<file path="config.mk">
export PLATFORM = sky130hd
export DESIGN_NAME = mem_burst_arbiter
export DESIGN_NICKNAME = d
export VERILOG_FILES = /design/src/rtl/mem_burst_arbiter.sv
export SDC_FILE = /design/constraint.sdc
export NUM_CORES = 1
export LEC_CHECK = 0
export CAP_MARGIN = 10
export CORE_AREA = 2 2 153 155
export CTS_CLUSTER_DIAMETER = 150
export DETAILED_ROUTE_END_ITERATION = 8
export DIE_AREA = 0 0 155 157
export GPL_TIMING_DRIVEN = 0
export PLACE_DENSITY = 0.52
export REMOVE_ABC_BUFFERS = 1
export SETUP_SLACK_MARGIN = 0.02
export SYNTH_ARGS = -nofsm -noshare
export SYNTH_HDL_FRONTEND = slang
export SYNTH_SLANG_ARGS = --single-unit
</file>
<file path="constraint.sdc">
create_clock -name mem_clk -period 2.1 [get_ports mem_clk]
set_clock_uncertainty 0.05 [all_clocks]
set_input_delay 0.21 -clock mem_clk [delete_from_list [all_inputs] [get_ports mem_clk]]
set_output_delay 0.21 -clock mem_clk [all_outputs]
set_load 0.05 [all_outputs]
</file>
<file path="src/rtl/mem_burst_arbiter.sv">
// mem_burst_arbiter
//   Shares one burst port (read and write) between CH_NUM requesters.
//   A round-robin scan picks one channel; its command is latched and drives
//   the burst port until the matching finish pulse. Strobes and finish pulses
//   are routed back to the granted channel only.
//
//   Optional build macro: MEM_ARB_FIXED_PRIO_EN
//     defined   -> fixed priority, lowest channel index always wins
//     undefined -> round-robin starting after the last granted channel
//
// Ports
//   mem_clk, rst_n            clock, asynchronous active-low reset
//   init_done                 memory calibration done; no grants while low
//   ch_rd_req / ch_wr_req     per-channel level requests, held until finish
//   ch_rd_len / ch_wr_len     flattened 10-bit burst lengths per channel
//   ch_rd_addr / ch_wr_addr   flattened start addresses per channel
//   ch_wr_data                flattened write data per channel
//   ch_wr_data_req            write-data strobe to the granted channel
//   ch_rd_data_valid          read-valid to the granted channel
//   ch_rd_data                read data, broadcast to all channels
//   ch_finish                 one-cycle completion pulse per channel
//   grant_id, busy            current/last grant, arbiter busy (grant..GAP)
//   rd_burst_* / wr_burst_*   burst port command, data and handshakes
module mem_burst_arbiter #(
    parameter int CH_NUM        = 2,
    parameter int ADDR_BITS     = 25,
    parameter int MEM_DATA_BITS = 32
) (
    input  logic                        mem_clk,
    input  logic                        rst_n,
    input  logic                        init_done,
    input  logic [CH_NUM-1:0]           ch_rd_req,
    input  logic [CH_NUM-1:0]           ch_wr_req,
    input  logic [CH_NUM*10-1:0]        ch_rd_len,
    input  logic [CH_NUM*10-1:0]        ch_wr_len,
    input  logic [CH_NUM*ADDR_BITS-1:0] ch_rd_addr,
    input  logic [CH_NUM*ADDR_BITS-1:0] ch_wr_addr,
    input  logic [CH_NUM*MEM_DATA_BITS-1:0] ch_wr_data,
    output logic [CH_NUM-1:0]           ch_wr_data_req,
    output logic [CH_NUM-1:0]           ch_rd_data_valid,
    output logic [MEM_DATA_BITS-1:0]    ch_rd_data,
    output logic [CH_NUM-1:0]           ch_finish,
    output logic [1:0]                  grant_id,
    output logic                        busy,
    output logic                        rd_burst_req,
    output logic                        wr_burst_req,
    output logic [9:0]                  rd_burst_len,
    output logic [9:0]                  wr_burst_len,
    output logic [ADDR_BITS-1:0]        rd_burst_addr,
    output logic [ADDR_BITS-1:0]        wr_burst_addr,
    output logic [MEM_DATA_BITS-1:0]    wr_burst_data,
    input  logic                        wr_burst_data_req,
    input  logic                        rd_burst_data_valid,
    input  logic                        rd_burst_finish,
    input  logic                        wr_burst_finish,
    input  logic [MEM_DATA_BITS-1:0]    rd_burst_data
);

    typedef enum logic [1:0] {IDLE, RD_BUSY, WR_BUSY, GAP} state_t;

    localparam logic [1:0] LAST_CH = 2'(CH_NUM - 1);

    state_t                   state_reg, state_next;
    logic [1:0]               rr_ptr_reg;
    logic [9:0]               len_reg;
    logic [ADDR_BITS-1:0]     addr_reg;

    // Per-channel views padded to 4 entries so a 2-bit index is always legal.
    logic [3:0]               rd_req_v, wr_req_v;
    logic [9:0]               rd_len_a  [4];
    logic [9:0]               wr_len_a  [4];
    logic [ADDR_BITS-1:0]     rd_addr_a [4];
    logic [ADDR_BITS-1:0]     wr_addr_a [4];
    logic [MEM_DATA_BITS-1:0] wr_data_a [4];

    logic       found, win_rd, finish_now;
    logic [1:0] win_ch;
    logic [2:0] scan_idx;
    logic       rd_active, wr_active, len_zero;

    genvar gi;
    generate
        for (gi = 0; gi < 4; gi++) begin : g_unpack
            if (gi < CH_NUM) begin : g_live
                assign rd_req_v[gi]  = ch_rd_req[gi];
                assign wr_req_v[gi]  = ch_wr_req[gi];
                assign rd_len_a[gi]  = ch_rd_len[10*gi +: 10];
                assign wr_len_a[gi]  = ch_wr_len[10*gi +: 10];
                assign rd_addr_a[gi] = ch_rd_addr[ADDR_BITS*gi +: ADDR_BITS];
                assign wr_addr_a[gi] = ch_wr_addr[ADDR_BITS*gi +: ADDR_BITS];
                assign wr_data_a[gi] = ch_wr_data[MEM_DATA_BITS*gi +: MEM_DATA_BITS];
            end else begin : g_pad
                assign rd_req_v[gi]  = 1'b0;
                assign wr_req_v[gi]  = 1'b0;
                assign rd_len_a[gi]  = '0;
                assign wr_len_a[gi]  = '0;
                assign rd_addr_a[gi] = '0;
                assign wr_addr_a[gi] = '0;
                assign wr_data_a[gi] = '0;
            end
        end
    endgenerate

    // Scan from the rr pointer, wrapping explicitly so non-power-of-2
    // channel counts never index a channel that does not exist.
    // In fixed-priority builds the pointer never leaves 0.
    always_comb begin
        found    = 1'b0;
        win_ch   = 2'd0;
        win_rd   = 1'b0;
        scan_idx = 3'd0;
        for (int k = 0; k < 4; k++) begin
            if (k < CH_NUM && !found) begin
                scan_idx = {1'b0, rr_ptr_reg} + 3'(k);
                if (scan_idx >= 3'(CH_NUM)) begin
                    scan_idx = scan_idx - 3'(CH_NUM);
                end
                if (rd_req_v[scan_idx[1:0]] || wr_req_v[scan_idx[1:0]]) begin
                    found  = 1'b1;
                    win_ch = scan_idx[1:0];
                    win_rd = rd_req_v[scan_idx[1:0]];  // read beats write
                end
            end
        end
    end

    assign rd_active = (state_reg == RD_BUSY);
    assign wr_active = (state_reg == WR_BUSY);
    assign len_zero  = (len_reg == 10'd0);

    // Losing init_done aborts the burst with no finish; a zero-length
    // command completes in its first busy cycle without touching the port.
    // Only the finish matching the current direction is honoured.
    always_comb begin
        state_next = state_reg;
        finish_now = 1'b0;
        case (state_reg)
            IDLE: begin
                if (init_done && found) begin
                    state_next = win_rd ? RD_BUSY : WR_BUSY;
                end
            end
            RD_BUSY: begin
                if (!init_done) begin
                    state_next = IDLE;
                end else if (len_zero || rd_burst_finish) begin
                    finish_now = 1'b1;
                    state_next = GAP;
                end
            end
            WR_BUSY: begin
                if (!init_done) begin
                    state_next = IDLE;
                end else if (len_zero || wr_burst_finish) begin
                    finish_now = 1'b1;
                    state_next = GAP;
                end
            end
            GAP:     state_next = IDLE;
            default: state_next = IDLE;
        endcase
    end

    always_ff @(posedge mem_clk or negedge rst_n) begin
        if (!rst_n) begin
            state_reg  <= IDLE;
            rr_ptr_reg <= 2'd0;
            grant_id   <= 2'd0;
            len_reg    <= 10'd0;
            addr_reg   <= '0;
        end else begin
            state_reg <= state_next;
            if (state_reg == IDLE && init_done && found) begin
                grant_id <= win_ch;
                len_reg  <= win_rd ? rd_len_a[win_ch]  : wr_len_a[win_ch];
                addr_reg <= win_rd ? rd_addr_a[win_ch] : wr_addr_a[win_ch];
            end
`ifndef MEM_ARB_FIXED_PRIO_EN
            // Aborted bursts never reach GAP, so the same channel goes first again.
            if (state_reg == GAP) begin
                rr_ptr_reg <= (grant_id == LAST_CH) ? 2'd0 : grant_id + 2'd1;
            end
`endif
        end
    end

    assign busy          = (state_reg != IDLE);
    assign rd_burst_req  = rd_active && !len_zero && init_done;
    assign wr_burst_req  = wr_active && !len_zero && init_done;
    assign rd_burst_len  = rd_active ? len_reg  : 10'd0;
    assign wr_burst_len  = wr_active ? len_reg  : 10'd0;
    assign rd_burst_addr = rd_active ? addr_reg : '0;
    assign wr_burst_addr = wr_active ? addr_reg : '0;
    assign wr_burst_data = wr_active ? wr_data_a[grant_id] : '0;
    assign ch_rd_data    = rd_active ? rd_burst_data : '0;

    generate
        for (gi = 0; gi < CH_NUM; gi++) begin : g_route
            assign ch_rd_data_valid[gi] = rd_active && (grant_id == 2'(gi)) && rd_burst_data_valid;
            assign ch_wr_data_req[gi]   = wr_active && (grant_id == 2'(gi)) && wr_burst_data_req;
            assign ch_finish[gi]        = finish_now && (grant_id == 2'(gi));
        end
    endgenerate

endmodule
</file>
==> impl_metrics.yaml <==
placed_design:
  portBuffers: 391
  gp_congestion: 0.787
  dp_hpwl_um: 15400
  dp_worst_setup_slack_ps: -1520
clock_network:
  cts.sink_count: 41
  cts_tree: "built"
  clock_latency_ps: 290
  root_buffer: "clkbuf_16"
  clockBufferDepth: 2
  numCtsBuffers: 5
  clkTransAtPathRegs_ps: 60
  htreeDepth: 2
run:
  drv_cap: 0
worst_setup_path:
  end_kind: "output port"
  start_kind: "flip-flop"
  r2r-start: "rr_ptr_reg[0]"
  worst_r2r_path_depth: 4
  r2r_slack_ps: 160
  critPathMaxFanout: 6
  cp.arrival_ps: 1840
  cp_data_required_time_ps: 1840
  crit_type: "reg -> out"
  r2r_end: "addr_reg[17]"
synth:
  avgSynthCellArea_um2: 11.4
  synth_top_cell_by_area: "dfrtp_1"
  synth_cells: 358
  synth.yosys.seq_area_share_pct: 25.2
  syn-cell-area_um2: 4070
  synth_cell_type_count: 35
  synth_top_area_share_pct: 25.2
  yosysWarnings: 0
  synthTopCellsByArea: "dfrtp_1 (25%), mux4_1 (22%), and2_1 (16%), mux2_4 (10%), mux2i_1 (8.6%)"
  ys_ff_latch: 41
timing:
  rsz0062_at_grt: "yes"
  relSlewSlack_pct: 66.0
  tightest_slew_ps: 510
  worst_slack_ps: 0.868
  final_hold_viol_count: 0
  setup_viol: 0
  whs_ps: 377
  drv_slew: 0
  max_freq_ghz: 0.476
  post-route-period-util_pct: 100
  fin_crit_ps: 2100
grt:
  grt.total_usage_pct: 15.7
  grt-ovfl-total: 0
  antenna_found_initial: 0
  grt_pass1_wl_um: 28900
  grt_pass1_vias: 4698
  grt_max_degree: 49
detailed_routing:
  ant_nets: 0
  vias: 4553
  drc: 0
  vias_per_cell: 4.34
  detail_route.iter0.violations: 148
  dr.pass1.iters: 4
  wire_per_inst_um: 19.9
  wl_um: 20900
layout:
  layout_common_cells: "clkdlybuf4s50_1 (243), and2_1 (102), buf_4 (62)"
  fin_util_pct: 38.2
  largest_register_ffs: 25
  syn_to_final_growth_pct: 111
  drive_gt1_share_pct: 33.9
  diodes: 0
  layout_commonest_cell: "clkdlybuf4s50_1"
  nNetsFinal: 1015
floorplanning:
  rows: 55
  core-area_um2: 22500
  die_height_um: 157
  die-area_um2: 24300
  initial_core_util_pct: 18.1
  ios: 392
  dieWidth_um: 155
pwr:
  ir_drop_mv: 0.717
  power_density_nw_per_um2: 1360
  p_leak_nw: 3.84
  power.total_w: 0.0117
worst_hold_path:
  hp-class: "in -> async"
outcome:
  outcome: "complete, no violations"
==> layout make-up <==
type / instances / area (um^2)
clock buffers: 6 / 139
clock inverters: 2 / 37.5
fillers: 2261 / 13900
inverters: 6 / 25.0
multi-input cells: 283 / 3010
flip-flops and latches: 41 / 1030
well taps: 285 / 357
repair buffers: 426 / 4000
==> layer usage <==
metal / vias up / part of all wire, % / track usage (%)
li1: 2122 / - / -
met1: 2224 / 40 / 18.7
met2: 196 / 53 / 29.3
met3: 11 / 5.9 / 2.92
met4: 0 / 1.1 / 3.17
met5: - / 0 / 0
==> Yosys cell counts <==
cell,number
o32a_1,1
nor2_2,1
inv_2,1
mux2i_1,35
nand2_1,2
and2_2,1
and2_1,102
nor4_1,2
nand3_1,1
a31oi_1,1
nor4b_1,2
o22ai_4,1
a31o_2,1
clkbuf_1,13
nor2b_1,2
a21boi_0,1
mux4_2,1
buf_8,3
nor3_1,2
mux4_1,34
buf_1,3
inv_1,5
mux2_2,8
dfrtp_1,41
buf_4,3
buf_2,4
buf_6,4
and3_1,3
a21oi_1,4
mux2_4,28
nand2b_1,2
o21ai_0,3
nor2_1,36
a2111oi_0,2
ha_1,5
==> timing repair <==
action	CTS	global route
setup endpoints to repair	181	83
gates resized for setup	697	142
hold buffers	1	0
pin swaps	9	6
hold endpoints to repair	16	0
setup buffers	17	11
cloned	1	2
==> logic make-up (layout without fill, tap and decap cells) <==
group | Yosys count | count (layout) | synth area share, %
DFF | 41 | 41 | 25.2
muxes | 106 | 106 | 43.7
and+or+nand+nor | 156 | 157 | 21.7
AOI/OAI and AO/OA | 14 | 15 | 2.58
adders and majority gates | 5 | 5 | 1.54
buffers and inverters | 36 | 440 | 5.29
==> power by group <==
part           leakage, nW  internal, W  switching, W  total [W]
Combinational         3.28      0.00362       0.00558    0.00921
Clock               0.0831     0.000594      0.000342   0.000936
Sequential           0.481      0.00120      0.000402    0.00160
==> critical path, stage by stage, from the launching register on <==
cell       delay (ps)
dfrtp_1           390
inv_2             110
ha_4              230
buf_12            130
o21ai_2           100
a2111oi_4         390
buf_6             210
==> through the flow <==
stage	setup TNS [ps]	area [um^2]	cells
4_1_cts	-147	8460	1036
5_1_grt	-312	8600	1049
6_report	0	8600	1049
3_5_place_dp	-117030	8250	1009
3_3_place_gp	-275610	8150	1004
2_1_floorplan	-49430	3880	328
==> worst max path at each step <==
stage | endpoint | from | cells after the start
after floorplan | ch_finish[1] | grant_id[0] | 2
after global placement | wr_burst_data[24] | state_reg[0] | 5
after detailed placement | wr_burst_data[22] | state_reg[0] | 5
after CTS | ch_finish[0] | len_reg[1] | 5
after global routing | ch_finish[0] | len_reg[8] | 5
final | ch_finish[0] | state_reg[0] | 6
Note: power is estimated with default switching activity, not from simulation.
